[config.mk]
export PLATFORM = sky130hd
export DESIGN_NAME = nivel2_timer_contagem
export DESIGN_NICKNAME = d
export VERILOG_FILES = /design/src/rtl/nivel2_timer_contagem_pkg.sv /design/src/rtl/nivel2_bcd_digito_desc.sv /design/src/rtl/nivel2_timer_contagem.sv
export SDC_FILE = /design/constraint.sdc
export NUM_CORES = 1
export LEC_CHECK = 0
export CORE_ASPECT_RATIO = 1.4
export CORE_MARGIN = 8
export CORE_UTILIZATION = 54
export CTS_CLUSTER_DIAMETER = 120
export DETAILED_ROUTE_END_ITERATION = 7
export PLACE_DENSITY_LB_ADDON = 0.3
export SLEW_MARGIN = 25
export SYNTH_ARGS = -nofsm -noshare
export SYNTH_HDL_FRONTEND = slang
export SYNTH_SLANG_ARGS = --single-unit
[constraint.sdc]
create_clock -name clk -period 4.3 [get_ports clk]
set_input_delay 0.645 -clock clk [delete_from_list [all_inputs] [get_ports clk]]
set_output_delay 0.645 -clock clk [all_outputs]
set_load 0.01 [all_outputs]
[src/rtl/nivel2_timer_contagem_pkg.sv]
// nivel2_timer_contagem_pkg
// Shared definitions for the cook-time countdown timer.
// Contents:
//   - state_t : controller state encodings.
//   - BCD_0, BCD_5, BCD_9 : BCD constants used for zero detection,
//     digit wrap values and keypad digit validation.
package nivel2_timer_contagem_pkg;

  typedef enum logic [1:0] {
    ST_IDLE     = 2'd0,
    ST_LOADED   = 2'd1,
    ST_COUNTING = 2'd2,
    ST_DONE     = 2'd3
  } state_t;

  localparam logic [3:0] BCD_0 = 4'd0;
  localparam logic [3:0] BCD_5 = 4'd5;
  localparam logic [3:0] BCD_9 = 4'd9;

endpackage

[src/rtl/nivel2_bcd_digito_desc.sv]
// nivel2_bcd_digito_desc
// One BCD down-counting digit. Digits are chained by borrow to build
// a multi-digit countdown.
// Ports:
//   clk      : system clock
//   rst      : synchronous active-high reset (q -> 0)
//   en       : decrement enable for this cycle
//   load     : load load_val (takes priority over en)
//   load_val : value to load
//   wrap_val : value taken when decrementing from 0 (9 or 5)
//   q        : current digit
//   borrow   : high when this digit wraps (q==0 while enabled)
module nivel2_bcd_digito_desc
  import nivel2_timer_contagem_pkg::*;
(
  input  logic       clk,
  input  logic       rst,
  input  logic       en,
  input  logic       load,
  input  logic [3:0] load_val,
  input  logic [3:0] wrap_val,
  output logic [3:0] q,
  output logic       borrow
);

  always_ff @(posedge clk) begin
    if (rst) begin
      q <= BCD_0;
    end else if (load) begin
      q <= load_val;
    end else if (en) begin
      q <= (q == BCD_0) ? wrap_val : q - 4'd1;
    end
  end

  assign borrow = en && (q == BCD_0);

endmodule

[src/rtl/nivel2_timer_contagem.sv]
// nivel2_timer_contagem
// Microwave cook-time countdown timer (MM:SS, BCD). Accepts keypad
// digit entry by shifting left, counts down once per tick_1hz while
// the magnetron is on, and raises timer_done when 00:00 is reached.
// Ports:
//   clk, rst      : clock, synchronous active-high reset
//   tick_1hz      : one-cycle count enable, once per second
//   mag_on        : magnetron-on level
//   clear         : synchronous clear of the cook time
//   digit_valid   : strobe qualifying digit
//   digit         : BCD keypad digit
//   sec_ones .. min_tens : current time, BCD, registered
//   zero          : all digits are 0 (registered)
//   timer_done    : high in DONE (registered)
module nivel2_timer_contagem
  import nivel2_timer_contagem_pkg::*;
#(
  parameter int MAX_MIN_TENS = 9
) (
  input  logic       clk,
  input  logic       rst,
  input  logic       tick_1hz,
  input  logic       mag_on,
  input  logic       clear,
  input  logic       digit_valid,
  input  logic [3:0] digit,
  output logic [3:0] sec_ones,
  output logic [3:0] sec_tens,
  output logic [3:0] min_ones,
  output logic [3:0] min_tens,
  output logic       zero,
  output logic       timer_done
);

  localparam logic [3:0] MAX_MT = 4'(MAX_MIN_TENS);

  state_t     state_q;
  logic       zero_q;
  logic       done_q;
  logic [3:0] so_q, st_q, mo_q, mt_q;
  logic       so_b, st_b, mo_b, mt_b;

  logic entry_ok;
  logic entry_zero;
  logic dec;
  logic at_one;
  logic load;

  // min_ones becomes min_tens on entry, so it is what the limit gates.
  assign entry_ok = !clear && digit_valid && (state_q != ST_COUNTING) &&
                    (digit <= BCD_9) && (mo_q <= MAX_MT);
  assign entry_zero = (st_q == BCD_0) && (so_q == BCD_0) &&
                      (mo_q == BCD_0) && (digit == BCD_0);
  // A tick only counts while already COUNTING with mag_on still high.
  assign dec = !clear && (state_q == ST_COUNTING) && mag_on && tick_1hz;
  assign at_one = (mt_q == BCD_0) && (mo_q == BCD_0) &&
                  (st_q == BCD_0) && (so_q == 4'd1);
  // Clear is implemented as a load of zeros.
  assign load = clear || entry_ok;

  nivel2_bcd_digito_desc u_sec_ones (
    .clk(clk), .rst(rst), .en(dec), .load(load),
    .load_val(clear ? BCD_0 : digit), .wrap_val(BCD_9),
    .q(so_q), .borrow(so_b)
  );

  nivel2_bcd_digito_desc u_sec_tens (
    .clk(clk), .rst(rst), .en(so_b), .load(load),
    .load_val(clear ? BCD_0 : so_q), .wrap_val(BCD_5),
    .q(st_q), .borrow(st_b)
  );

  nivel2_bcd_digito_desc u_min_ones (
    .clk(clk), .rst(rst), .en(st_b), .load(load),
    .load_val(clear ? BCD_0 : st_q), .wrap_val(BCD_9),
    .q(mo_q), .borrow(mo_b)
  );

  nivel2_bcd_digito_desc u_min_tens (
    .clk(clk), .rst(rst), .en(mo_b), .load(load),
    .load_val(clear ? BCD_0 : mo_q), .wrap_val(BCD_9),
    .q(mt_q), .borrow(mt_b)
  );

  always_ff @(posedge clk) begin
    if (rst || clear) begin
      state_q <= ST_IDLE;
      zero_q  <= 1'b1;
      done_q  <= 1'b0;
    end else begin
      case (state_q)
        ST_IDLE, ST_DONE: begin
          if (entry_ok) begin
            state_q <= entry_zero ? ST_IDLE : ST_LOADED;
            zero_q  <= entry_zero;
            done_q  <= 1'b0;
          end
        end
        ST_LOADED: begin
          if (entry_ok) begin
            state_q <= entry_zero ? ST_IDLE : ST_LOADED;
            zero_q  <= entry_zero;
          end else if (mag_on) begin
            state_q <= ST_COUNTING;
          end
        end
        ST_COUNTING: begin
          if (!mag_on) begin
            state_q <= ST_LOADED;
          end else if (dec) begin
            // mt_b marks a wrap past 00:00; stop there rather than
            // keep running on a wrapped time.
            if (at_one || mt_b) begin
              state_q <= ST_DONE;
              done_q  <= 1'b1;
            end
            zero_q <= at_one;
          end
        end
        default: begin
          state_q <= ST_IDLE;
          done_q  <= 1'b0;
        end
      endcase
    end
  end

  assign sec_ones   = so_q;
  assign sec_tens   = st_q;
  assign min_ones   = mo_q;
  assign min_tens   = mt_q;
  assign zero       = zero_q;
  assign timer_done = done_q;

endmodule

==> summary.txt <==
Clk root buf: clkbuf_4
CP max stage delay: 610 ps
Fillers: 211
Sw Share: 28.9%
Critical Path End Type: flop
Setup crit end: state_q[0]
Mean area per synthesized cell: 8.14 um2
Net Sw Power: 106 uW
H-tree levels: 1
Slew @ Worst Pin: 633 ps
Nets: 197
Die height: 74.1 um
Clk sink count: 20
Cell variety after synth: 52
Crit Path Category: primary input to flop
Worst EP required: 4480 ps
Final Cycle Share: 60.5%
Worst slew margin: 57.6%
Layout cells sized above 1: 10.4%
Most used DFF post-synth: dfxtp_1
Number of synthesized flops with an enable pin: 0
Fmax: 385 MHz
PwrDens: 230 nW/um2
Grt ovf: 0
Synth warnings: 0
Worst r2r src: state_q[0]
Vias: 1,321
Setup bufs post-CTS: 0
Endpoints failing hold: 0
Worst skew pair latency: 290 ps
Die Wd: 57.5 um
Core area: 2340 um2
Gate Count Post-Synth: 160
P_int: 261 uW
Starting Density: 55.7%
Largest net degree at the start of global routing: 17
Min-Delay Path Class: flop to flop
Status: finished clean
Static leakage: 0.000549 uW
Critical path launch point type: primary input
Average wire per standard cell: 17.0 um
Overall routing resource usage: 16.4%
RSZ-0062 raised after global routing: false
Buffers on Ports: 27
Detailed Routing Iterations Pass 1: 6
Syn-to-layout area delta: 22.5%
WP data arrival: 2780 ps
Slowest stage cell on the critical path: and3_1
Post-synth ARST share: 0%
# resized after CTS: 0
RePlAce Congestion: 0.909
Sequential Power Share: 54.5%
# setup viols final: 0
I/O pins: 28
Hold Startpoint: zero
Clk pwr share: 23.9%
Final wirelength: 3.48 mm
Pwr Total: 367 uW
Drt via density: 6.44
Pins Over Slew Limit: 0
Clk_skew: 1.17 ps
Setup slack after layout: 1700 ps
FF-to-FF End: state_q[0]
Crit-path cells: clkdlybuf4s50_1 -> nor3b_1 -> and3_1 -> nor2_1 -> a311o_2 -> mux2i_1
Post-Syn Nets: 173
Most frequent cells in the layout: clkdlybuf4s50_1 (27), nor2_1 (21), dfxtp_1 (20), nand2_1 (17), a21oi_1 (13)
Multi-input gate area: 851 um2
Final HPWL DP: 2.59 mm
Setup_tns: 0 ps
Max Cap Viol: 0
Worst Path Max Fanout: 16
# DRC: 0
Comb pwr share: 21.6%
Mapped Area: 1300 um2
Reg2reg path depth: 7
Post-synthesis sequential area ratio: 30.7%
Antenna cells: 0
Pre-CTS WS: 1480 ps
Row count: 21
CP startpoint: clear
Commonest non-fill, non-tap cell in the layout: clkdlybuf4s50_1
Clock buffer depth: 2
First-pass GRT wire length: 5.70 mm
Cts hold-fix bufs: 0
Fin crit period: 2600 ps
Worst reg-to-reg setup slack: 1840 ps
Initial DRC count: 44
Register area: 400 um2
Vias in the first global route: 1,313
Die area: 4260 um2
VDD IR max: 0.172 mV
Initial antenna violation count: 0
Post-DRT Antenna Nets: 0
TritonCTS Buffers: 3
CTS tree: built
Synthesized flop and latch total: 20
Worst-path clk slew: 110 ps
-- kinds of logic (layout without fill, tap and decap cells) --
logic type | after synthesis | in the layout | synth area share [%]
simple gates | 67 | 67 | 29.9
compound gates | 49 | 49 | 26.8
flops | 20 | 20 | 30.7
buf+inv | 14 | 36 | 4.42
mux | 5 | 5 | 3.94
fa+ha+maj | 3 | 3 | 2.88
xor+xnor | 2 | 2 | 1.35
-- registers in the layout, summed over array words and instances, names as in the netlist --
name	cells
zero	1
u_sec_tens.q	4
u_sec_ones.q	4
state_q	2
u_min_tens.q	4
timer_done	1
u_min_ones.q	4
-- synthesized netlist by cell type, types with 2 or more instances --
| library cell | instances | area (um2) |
|---|---|---|
| a221oi_1 | 2 | 17.5 |
| mux2i_1 | 4 | 40.0 |
| nor4_1 | 3 | 18.8 |
| clkbuf_1 | 4 | 15.0 |
| a211oi_1 | 2 | 15.0 |
| buf_2 | 4 | 20.0 |
| ha_1 | 3 | 37.5 |
| or3_1 | 2 | 12.5 |
| a22oi_1 | 3 | 22.5 |
| nor3_1 | 3 | 15.0 |
| dfxtp_1 | 20 | 400 |
| inv_1 | 6 | 22.5 |
| a21oi_1 | 13 | 65.1 |
| o311ai_0 | 2 | 17.5 |
| o21a_1 | 2 | 15.0 |
| o21ai_0 | 9 | 45.0 |
| nand3_1 | 4 | 20.0 |
| or4_4 | 2 | 22.5 |
| nor2_1 | 21 | 78.8 |
| nand2_1 | 17 | 63.8 |
| nand2b_1 | 2 | 12.5 |
| a211o_1 | 2 | 17.5 |
-- worst max-delay path: cells and delay by family --
family,cells,cell delay (ps)
buf+inv,1,540
simple gates,3,1100
mux,1,130
compound gates,1,360
-- cell type report --
class / instances / share of cell area [%]
inverters: 6 / 1.41
clock buffers: 3 / 1.41
multi-input cells: 126 / 53.3
well taps: 23 / 1.80
flip-flops and latches: 20 / 25.1
repair buffers: 27 / 16.9
-- power groups by stage --
stage	combinational [uW]	sequential, uW	clock (uW)
2_1_floorplan	47.3	204	0
3_3_place_gp	76.0	204	0
3_5_place_dp	77.7	204	0
4_1_cts	78.1	200	89.7
5_1_grt	85.7	201	96.5
6_report	79.2	200	87.6
-- how the worst min path moves through the flow --
stage	end	slack (ps)	cells after the start
3_3_place_gp	state_q[0]	470	2
4_1_cts	state_q[0]	510	2
5_1_grt	state_q[0]	540	2
6_report	zero	500	2
2_1_floorplan	state_q[0]	460	2
3_5_place_dp	zero	490	2
-- layer usage --
| layer | wire [um] | track usage, % |
|---|---|---|
| met2 | 1780 | 28.8 |
| met5 | 0 | 0 |
| met4 | 34 | 6.42 |
| met3 | 233 | 3.11 |
| met1 | 1440 | 19.1 |
-- metrics by stage --
step / cells / util (%) / instance area (um2) / hold WS (ps)
2_1_floorplan: 160 / - / 1300 / 456
3_3_place_gp: 202 / 67.0 / 1570 / 467
3_5_place_dp: 202 / 67.0 / 1570 / 489
4_1_cts: 205 / 68.0 / 1590 / 509
5_1_grt: 205 / 68.2 / 1600 / 542
6_report: 205 / 68.2 / 1600 / 503
No activity file was read; power rests on OpenSTA's default activity.
